==> config.mk <==
export PLATFORM = sky130hd
export DESIGN_NAME = tft_timing_gen
export DESIGN_NICKNAME = d
export VERILOG_FILES = /design/src/rtl/tft_timing_gen.sv
export SDC_FILE = /design/constraint.sdc
export NUM_CORES = 1
export LEC_CHECK = 0
export ABC_AREA = 0
export BUFFER_PORTS_ARGS = -buffer_cell sky130_fd_sc_hd__clkbuf_2
export CAP_MARGIN = 10
export CORE_MARGIN = 2
export CORE_UTILIZATION = 55
export CTS_BUF_LIST = sky130_fd_sc_hd__clkbuf_2
export DETAILED_ROUTE_END_ITERATION = 8
export GPL_ROUTABILITY_DRIVEN = 0
export GPL_TIMING_DRIVEN = 0
export PLACE_DENSITY = 0.79
export SYNTH_ARGS = -nofsm -noshare
export SYNTH_HDL_FRONTEND = slang
export SYNTH_SLANG_ARGS = --single-unit
==> constraint.sdc <==
create_clock -name clk -period 35.9 [get_ports clk]
set_clock_uncertainty 0.05 [all_clocks]
set_input_delay 8.975 -clock clk [delete_from_list [all_inputs] [get_ports clk]]
set_output_delay 8.975 -clock clk [all_outputs]
set_load 0.02 [all_outputs]
==> src/rtl/tft_timing_gen.sv <==
// Raster timing generator for a TFT panel: hsync/vsync/de plus pixel pull from a frame FIFO.
// Optional macro TFT_UNDERFLOW_COUNT_EN adds a saturating underflow_count output.
module tft_timing_gen #(
  parameter int CNT_W = 16,
  parameter int PIX_W = 24
) (
  input  logic             clk,
  input  logic             rst,
  input  logic             lock,
  input  logic             enable,
  input  logic [CNT_W-1:0] h_active,
  input  logic [CNT_W-1:0] h_fp,
  input  logic [CNT_W-1:0] h_sync,
  input  logic [CNT_W-1:0] h_bp,
  input  logic [CNT_W-1:0] v_active,
  input  logic [CNT_W-1:0] v_fp,
  input  logic [CNT_W-1:0] v_sync,
  input  logic [CNT_W-1:0] v_bp,
  input  logic [PIX_W-1:0] pixel_data,
  input  logic             pixel_valid,
  output logic             pixel_ready,
  output logic             tft_hsync,
  output logic             tft_vsync,
  output logic             tft_de,
  output logic [PIX_W-1:0] tft_rgb,
  output logic             frame_start,
  output logic             underflow
`ifdef TFT_UNDERFLOW_COUNT_EN
  ,
  output logic [15:0]      underflow_count
`endif
);

  typedef enum logic {IDLE, RUN} top_t;
  typedef enum logic [1:0] {SYNC = 2'd0, BP = 2'd1, ACTIVE = 2'd2, FP = 2'd3} axis_t;

  localparam logic [CNT_W-1:0] ONE = {{(CNT_W-1){1'b0}}, 1'b1};

  top_t             top_reg;
  axis_t            h_state_reg, v_state_reg;
  axis_t            h_next, v_next;
  logic [CNT_W-1:0] h_cnt_reg, v_cnt_reg;
  logic             first_reg;
  logic             enable_d_reg;
  logic [CNT_W-1:0] h_in [4];
  logic [CNT_W-1:0] v_in [4];
  logic [CNT_W-1:0] h_sh_reg [4];
  logic [CNT_W-1:0] v_sh_reg [4];
  logic             run, line_end, frame_wrap, load_cfg;

  // Field arrays indexed by axis state so the next field length is a simple lookup.
  assign h_in[0] = h_sync;
  assign h_in[1] = h_bp;
  assign h_in[2] = h_active;
  assign h_in[3] = h_fp;
  assign v_in[0] = v_sync;
  assign v_in[1] = v_bp;
  assign v_in[2] = v_active;
  assign v_in[3] = v_fp;

  function automatic logic [CNT_W-1:0] ld(input logic [CNT_W-1:0] f);
    return (f == '0) ? '0 : f - ONE;
  endfunction

  assign run         = (top_reg == RUN);
  assign h_next      = axis_t'(h_state_reg + 2'd1);
  assign v_next      = axis_t'(v_state_reg + 2'd1);
  assign line_end    = (h_state_reg == FP) && (h_cnt_reg == '0);
  assign frame_wrap  = line_end && (v_state_reg == FP) && (v_cnt_reg == '0);
  assign pixel_ready = run && (h_state_reg == ACTIVE) && (v_state_reg == ACTIVE);
  assign load_cfg    = lock && enable && (!run || frame_wrap);

  generate
    for (genvar gi = 0; gi < 4; gi++) begin : g_shadow
      always_ff @(posedge clk) begin
        if (rst) begin
          h_sh_reg[gi] <= '0;
          v_sh_reg[gi] <= '0;
        end else if (load_cfg) begin
          h_sh_reg[gi] <= h_in[gi];
          v_sh_reg[gi] <= v_in[gi];
        end
      end
    end
  endgenerate

  always_ff @(posedge clk) begin
    if (rst) begin
      top_reg      <= IDLE;
      h_state_reg  <= SYNC;
      v_state_reg  <= SYNC;
      h_cnt_reg    <= '0;
      v_cnt_reg    <= '0;
      first_reg    <= 1'b0;
      enable_d_reg <= 1'b0;
      tft_hsync    <= 1'b1;
      tft_vsync    <= 1'b1;
      tft_de       <= 1'b0;
      tft_rgb      <= '0;
      frame_start  <= 1'b0;
      underflow    <= 1'b0;
`ifdef TFT_UNDERFLOW_COUNT_EN
      underflow_count <= 16'h0000;
`endif
    end else begin
      enable_d_reg <= enable;

      // Panel outputs are a one-cycle-delayed image of the current raster position.
      if (!lock) begin
        tft_hsync   <= 1'b1;
        tft_vsync   <= 1'b1;
        tft_de      <= 1'b0;
        tft_rgb     <= '0;
        frame_start <= 1'b0;
      end else begin
        tft_hsync   <= !(run && h_state_reg == SYNC);
        tft_vsync   <= !(run && v_state_reg == SYNC);
        tft_de      <= pixel_ready;
        tft_rgb     <= (pixel_ready && pixel_valid) ? pixel_data : '0;
        frame_start <= run && first_reg;
      end

      if (enable && !enable_d_reg) begin
        underflow <= 1'b0;
`ifdef TFT_UNDERFLOW_COUNT_EN
        underflow_count <= 16'h0000;
`endif
      end else if (pixel_ready && !pixel_valid) begin
        underflow <= 1'b1;
`ifdef TFT_UNDERFLOW_COUNT_EN
        if (underflow_count != 16'hFFFF) underflow_count <= underflow_count + 16'd1;
`endif
      end

      case (top_reg)
        IDLE: begin
          h_state_reg <= SYNC;
          v_state_reg <= SYNC;
          h_cnt_reg   <= ld(h_sync);
          v_cnt_reg   <= ld(v_sync);
          first_reg   <= 1'b0;
          if (lock && enable) begin
            top_reg   <= RUN;
            first_reg <= 1'b1;
          end
        end
        default: begin
          first_reg <= 1'b0;
          if (!lock) begin
            top_reg     <= IDLE;
            h_state_reg <= SYNC;
            v_state_reg <= SYNC;
          end else begin
            if (h_cnt_reg != '0) begin
              h_cnt_reg <= h_cnt_reg - ONE;
            end else begin
              h_state_reg <= h_next;
              h_cnt_reg   <= ld(h_sh_reg[h_next]);
            end
            if (line_end) begin
              if (v_cnt_reg != '0) begin
                v_cnt_reg <= v_cnt_reg - ONE;
              end else begin
                v_state_reg <= v_next;
                v_cnt_reg   <= ld(v_sh_reg[v_next]);
              end
            end
            // The next frame starts from freshly sampled fields, not the old shadows.
            if (frame_wrap) begin
              if (enable) begin
                h_cnt_reg <= ld(h_sync);
                v_cnt_reg <= ld(v_sync);
                first_reg <= 1'b1;
              end else begin
                top_reg <= IDLE;
              end
            end
          end
        end
      endcase
    end
  end

endmodule

Yosys cells after proc, flatten, opt, wreduce, memory -nomap -nowiden:

Memory sizes are Yosys's and may differ from the RTL's.
Index checks and enable logic that the tools add are counted.

* register bits after elaboration: 68
* memory bits (writable): 128
* input bits: 157
* output and inout port bits: 30
* word-level logic and storage cells: 110
* memories kept: 2

* $add $sub $neg: 8
* equality and inequality tests: 5
* multiplexer cells: 36
* bitwise operators: 12
* reduce and logical (&&, ||, !) cells: 34

Memory list
* h_sh_reg: words 4, bits a word 16, read ports 1, clocked after Yosys merged registers in 0, wr ports 4, line 47 `logic [CNT_W-1:0] h_sh_reg [4];`
* v_sh_reg: words 4, bits a word 16, read ports 1, clocked after Yosys merged registers in 0, wr ports 4, line 48 `logic [CNT_W-1:0] v_sh_reg [4];`

Operators by type and width (number)
* 2-to-1 mux 16 bit: 23
* logical NOT 16 bit: 6
* subtractor 16 x 1 -> 16 bit, second input constant: 6
* nonzero test 16 bit: 2
* logical AND 1 bit: 13
* 2-to-1 mux 1 bit: 13
* == test 2 bit, second input constant: 4
* OR 1 bit: 8
* OR reduction 3 bit: 2
* logical NOT 1 bit: 5
* adder 2 x 1 -> 2 bit, second input constant: 2
* logical NOT 2 bit: 2
* NOT 1 bit: 4
* OR reduction 2 bit: 2
* != test 2 bit, second input constant: 1
* AND reduction 2 bit: 1
* logical OR 1 bit: 1

Longest topological paths before layout:

Gate-level depths: netlist of the first run.

* depth in word-level cells: 10
* gate-level depth with buffers: 14
* depth with buffers taken out: 11

Worst setup path after synthesis of the first run:

OpenSTA, ideal clock, no wires.

* path kind: input port to flip-flop
* from: input enable
* to: memory h_sh_reg[0][0] (enable)
* library setup time: 792 ps
* arrival: 18062 ps
* data required time: 35058 ps
* slack: 16996 ps
* stages: 2
* buffers on the path: 0
* cell sequence: nand2_1 o21ai_0

RTL lines
* from (decl): line 10 `input logic enable,`
* to (decl): line 47

Worst setup path in the final report of the first run:

* from: register h_state_reg[0]
* to: output pixel_ready

* cells in the longest elaborated chain, start to end: 3

RTL lines
* from (decl): line 40 `axis_t h_state_reg, v_state_reg;`
* from (signal assigned): line 157 `h_state_reg <= h_next;`
* == test 2 bit: line 70 `assign pixel_ready = run && (h_state_reg == ACTIVE) && (v_state_reg == ACTIVE);`
* logical AND 1 bit (2 in series): line 70
* to (decl): line 21 `output logic pixel_ready,`

Every way passes these cells.

==> results of run 1 <==
-- path summary, 6_finish.rpt --
check	cells after the start	slack, ps	startpoint	to
hold / removal	1	420	first_reg$_SDFF_PP0_	frame_start$_SDFF_PP0_
setup reg to reg	12	30820	h_state_reg[0]$_SDFFE_PP0P_	h_cnt_reg[9]$_SDFFE_PP0P_
setup / recovery	7	24180	h_state_reg[0]$_SDFFE_PP0P_	pixel_ready
hold reg to reg	1	420	first_reg$_SDFF_PP0_	frame_start$_SDFF_PP0_
-- synthesized netlist by cell type, types with 28 or more instances --
master      n
nor2_1     70
nand2_1    57
nor3_1     43
o21ai_0    41
edfxtp_1  128
and3_1     28
and2_1    128
clkbuf_1   30
inv_1      28
dfxtp_1    68
xor2_1     32
a21oi_1    33
mux4_2     32
-- logic make-up after synthesis --
family	share of synthesized area
flops	0.504
mux	0.0758
compound gates	0.103
xor+xnor	0.0475
simple gates	0.222
buf+inv	0.0303
fa+ha+maj	0.0170
-- power breakdown --
group          switching (mW)  total (mW)  internal (mW)
Clock                  0.0856       0.114         0.0284
Combinational          0.0390      0.0667         0.0277
Sequential            0.00576       0.259          0.253
-- per-layer routing --
layer,wire length [um],part of all wire
met2,12500,0.46
met1,11500,0.42
met5,0,0
met4,578,0.021
met3,2620,0.096
-- cell type report --
type                    count  share of cell area
well taps                 234              0.0246
plain buffers              46              0.0171
clock inverters            15              0.0133
multi-input cells         686               0.405
flip-flops and latches    196               0.438
clock buffers              17             0.00715
inverters                  29             0.00915
diodes                      2            0.000421
repair buffers            191              0.0861
-- metrics by stage --
stage / cell area [um^2] / std cells / utilization / hold WS [ps]
2_1_floorplan: 10300 / 957 / - / 356
3_3_place_gp: 11500 / 1377 / 0.621 / 368
4_1_cts: 11900 / 1414 / 0.640 / 432
3_5_place_dp: 11600 / 1382 / 0.627 / 377
5_1_grt: 11900 / 1416 / 0.640 / 459
6_report: 11900 / 1416 / 0.640 / 422
==> flow_summary_export.csv, run 1 <==
group,metric,value,unit
clock_tree,cts_made_buffers,17,
clock_tree,clock_latency,840,ps
yosys,yosys.area.top_type,"edfxtp_1",
yosys,synthArstFlopShare,0,
yosys,netlist_area,10300,um^2
yosys,synth_area_leaders,"edfxtp_1 (37%), dfxtp_1 (13%), and2_1 (7.8%)",
grt,grt_use_met2,0.424,
die,fp.coreArea,18600,um^2
sta,finalCritPeriodShare,0.326,
pwr,finalPower,0.440,mW
yosys,synth_nets,1128,
outcome,status,"complete, no violations",
grt,grtUsageTotal,0.276,
detailed_routing,vias,8521,
placed_design,numPortBuffers,186,
clock_tree,post-cts-setup-buffer-count,0,
clock_tree,ctsRootBufferMaster,"clkbuf_2",
layout,nFillCells,1493,
clock_tree,h-tree-depth,4,
layout,regArea,5200,um^2
clock_tree,max-clock-path-buffers,2,
critical_path,criticalPathCategory,"reg2out",
layout,drive_gt1_frac,0.243,
yosys,synth_top_flop_cell,"edfxtp_1",
placed_design,hpwl,20400,um
critical_path,critPathTopFamily,"buffers and inverters",
grt,grt_overflow,0,
yosys,avgSynthCellArea,10.8,um^2
die,pin_count,187,
sta,finalMaxSlewViolations,0,
yosys,synth_seq_cells,196,
sta,setup_slack,24180,ps
die,start_util,0.555,
yosys,syn_inst,957,
clock_tree,clkTransAtPathRegs,280,ps
critical_path,path_max_fanout,10,
die,die-area,19900,um^2
critical_path,cpPeakStageDelay,400,ps
grt,grt_max_degree,33,
grt,use_met1,0.397,
grt,grt_pass1_vias,7833,
critical_path,worst_ep_required_time,26870,ps
sta,slew_headroom,0.298,
grt,top_usage_layer,"met2",
run,maxCapViolCount,0,
critical_path,path_buf_inv,5,
critical_path,crit_chain,"buf_2, buf_2, inv_1, ha_1, nand3_1, inv_1, clkbuf_2",
yosys,ys_seq_area_frac,0.504,
layout,layout.nets,1338,
yosys,yosys.area.top_type_share,0.372,
detailed_routing,drt-wirelength-per-cell,19.3,um
critical_path,startpoint_type,"register",
detailed_routing,drt_iter0_markers,873,
layout,mostFrequentLayoutCells,"clkbuf_2 (209), and2_1 (128), edfxtp_1 (128)",
clock_tree,ctsHoldBuffers,0,
sta,finalHoldViolations,0,
layout,syn_to_final_growth,15.3,%
clock_tree,cts_tree,"yes",
detailed_routing,wirelength,27300,um
sta,layout_min_cycle_time,11720,ps
worst_hold_path,hold_path.class,"reg2reg",
die,die_h,141,um
sta,timing.fmax,85.3,MHz
detailed_routing,drc,0,
yosys,synth_edf_count,128,
sta,setup_violations,0,
critical_path,cp.arrival,2690,ps
detailed_routing,vias_per_cell,6.02,
sta,tightest_slew,1040,ps
die,die_x,141,um
critical_path,setup.worst_path.end_class,"output port",
placed_design,place_ws,23980,ps
clock_tree,cts_resized,0,
grt,antenna_found_initial,2,
pwr,cellPowerDensity,37.0,nW/um^2
sta,rsz0062_at_grt,"false",
sta,fin_tns_setup,0,ps
detailed_routing,first_pass_iters,5,
clock_tree,numClockSinks,196,
critical_path,cp_slowest_cell,"dfxtp_1",
pwr,irDropWorstVdd,0.0204,mV
yosys,synth_warnings,0,
detailed_routing,ant_nets,0,
yosys,synth_cell_types,70,
grt,grt_pass1_wl,42200,um
grt,grtUsageMet3,0.0513,
layout,multi_input_area,4810,um^2
pwr,p_leak,4.81,nW
layout,final_common_cell,"clkbuf_2",
die,rows,50,
(Power assumes the default switching activity.)
==> run 2: changes to the inputs <==
==> constraint.sdc (replaced) <==
create_clock -name clk -period 11.6 [get_ports clk]
set_clock_uncertainty 0.05 [all_clocks]
set_input_delay 2.9 -clock clk [delete_from_list [all_inputs] [get_ports clk]]
set_output_delay 2.9 -clock clk [all_outputs]
set_load 0.02 [all_outputs]
==> run 2 against run 1 <==
- first-iteration DRC count increased by 10%
- flip-flop and latch count stayed put
- combinational power rose to 3.1 times the previous value
- wire length up 3.0%
- critical path depth unchanged
- non-clock buffer count grew 1
- global-route usage up 0.88 points
- register-to-register slack lost 24000 ps
- die area unchanged
- hold slack better by 4.9 ps
==> flow_summary_export.csv, run 2 (synthesized netlist as in run 1, its figures left out) <==
group,metric,value,unit
grt,grt_overflow,0,
clock_tree,max-clock-path-buffers,2,
layout,nFillCells,1504,
placed_design,postPlaceCellArea,11700,um^2
detailed_routing,ant_nets,0,
layout,drive_gt1_frac,0.244,
die,die-area,19900,um^2
layout,final_area,11900,um^2
critical_path,cp_slowest_cell,"dfxtp_1",
clock_tree,ctsRootBufferMaster,"clkbuf_2",
sta,finalCritPeriodShare,0.490,
outcome,status,"complete, no violations",
grt,grt_max_degree,32,
die,pin_count,187,
detailed_routing,drc,0,
grt,grtUsageTotal,0.284,
clock_tree,cts_made_buffers,17,
critical_path,setup.worst_path.end_class,"output port",
sta,finalMaxSlewViolations,0,
critical_path,path_buf_inv,5,
layout,syn_to_final_growth,15.3,%
critical_path,startpoint_type,"register",
die,die_h,141,um
detailed_routing,vias_per_cell,6.11,
detailed_routing,drt-wirelength-per-cell,19.8,um
clock_tree,clkTransAtPathRegs,320,ps
layout,mostFrequentLayoutCells,"clkbuf_2 (209), and2_1 (128), edfxtp_1 (128)",
placed_design,hpwl,21000,um
detailed_routing,wirelength,28100,um
sta,tightest_slew,989,ps
layout,utilization,0.640,
layout,final_common_cell,"clkbuf_2",
sta,setup_slack,5920,ps
detailed_routing,vias,8653,
pwr,p_leak,4.82,nW
die,start_util,0.555,
sta,setup_violations,0,
critical_path,crit_chain,"buf_2, buf_2, inv_1, ha_1, nand3_1, inv_1, clkbuf_2",
grt,antenna_found_initial,1,
grt,grt_pass1_vias,8207,
sta,slew_headroom,0.332,
clock_tree,ctsHoldBuffers,0,
die,die_x,141,um
critical_path,cpPeakStageDelay,400,ps
grt,grt_pass1_wl,43700,um
clock_tree,post-cts-setup-buffer-count,0,
die,rows,50,
clock_tree,clock_latency,840,ps
detailed_routing,drt_iter0_markers,963,
pwr,irDropWorstVdd,0.0597,mV
clock_tree,numClockSinks,196,
sta,timing.fmax,176,MHz
critical_path,worst_ep_required_time,8650,ps
worst_hold_path,hold_path.class,"reg2reg",
critical_path,path_max_fanout,10,
critical_path,critPathTopFamily,"buffers and inverters",
placed_design,place_ws,5770,ps
pwr,cellPowerDensity,113,nW/um^2
clock_tree,cts_resized,0,
die,fp.coreArea,18600,um^2
sta,finalHoldViolations,0,
sta,layout_min_cycle_time,5680,ps
critical_path,cp.arrival,2730,ps
layout,layout.nets,1339,
run,maxCapViolCount,0,
clock_tree,cts_tree,"yes",
detailed_routing,first_pass_iters,8,
placed_design,numPortBuffers,186,
clock_tree,h-tree-depth,4,
sta,rsz0062_at_grt,"false",
critical_path,criticalPathCategory,"reg2out",
==> run 2: power by group <==
part | total [mW] | switching [mW] | internal [mW]
clock | 0.333 | 0.266 | 0.0673
sequential | 0.802 | 0.0188 | 0.784
combinational | 0.210 | 0.123 | 0.0874
==> run 2: stage by stage <==
stage | instances | TNS [ps] | hold slack, ps | power, mW
finish | 1416 | 0 | 426 | 1.35
global route | 1416 | 0 | 416 | 1.39
CTS | 1415 | 0 | 393 | 1.35
detailed placement | 1383 | 0 | 367 | 1.02
global placement | 1377 | -23840 | 366 | 1.02
floorplan | 957 | 0 | 356 | 0.942
==> run 2: cell type report <==
type / instances / area (um^2) / area share
inverters: 29 / 109 / 0.00915
diodes: 1 / 2.50 / 0.000210
well taps: 234 / 293 / 0.0246
clock inverters: 15 / 130 / 0.0109
multi-input cells: 686 / 4810 / 0.404
clock buffers: 17 / 85.1 / 0.00715
flip-flops and latches: 196 / 5200 / 0.437
plain buffers: 46 / 204 / 0.0171
repair buffers: 192 / 1060 / 0.0890
==> run 2: worst paths after layout <==
check	startpoint	to	slack [ps]	cells after the start
setup / recovery	h_state_reg[0]$_SDFFE_PP0P_	pixel_ready	5920	7
hold reg to reg	first_reg$_SDFF_PP0_	frame_start$_SDFF_PP0_	430	1
hold / removal	first_reg$_SDFF_PP0_	frame_start$_SDFF_PP0_	430	1
setup reg to reg	h_state_reg[0]$_SDFFE_PP0P_	h_cnt_reg[9]$_SDFFE_PP0P_	6500	12
==> run 2: layer usage <==
| metal | wire [um] | track usage | share of wire |
|---|---|---|---|
| met1 | 11300 | 0.392 | 0.40 |
| met2 | 13000 | 0.448 | 0.46 |
| met3 | 3020 | 0.0656 | 0.11 |
| met4 | 761 | 0.0984 | 0.027 |
| met5 | 0 | 0 | 0 |
==> run 2: worst register-to-register path: stages, from the launching register on <==
cell and delay [ps]:
dfxtp_1 400, buf_2 310, buf_2 380, inv_1 160
ha_1 310, clkbuf_1 410, clkbuf_1 540, mux4_2 480
nor4_1 610, a41oi_1 640, and2_1 470, nand2_1 160
o211ai_1 110
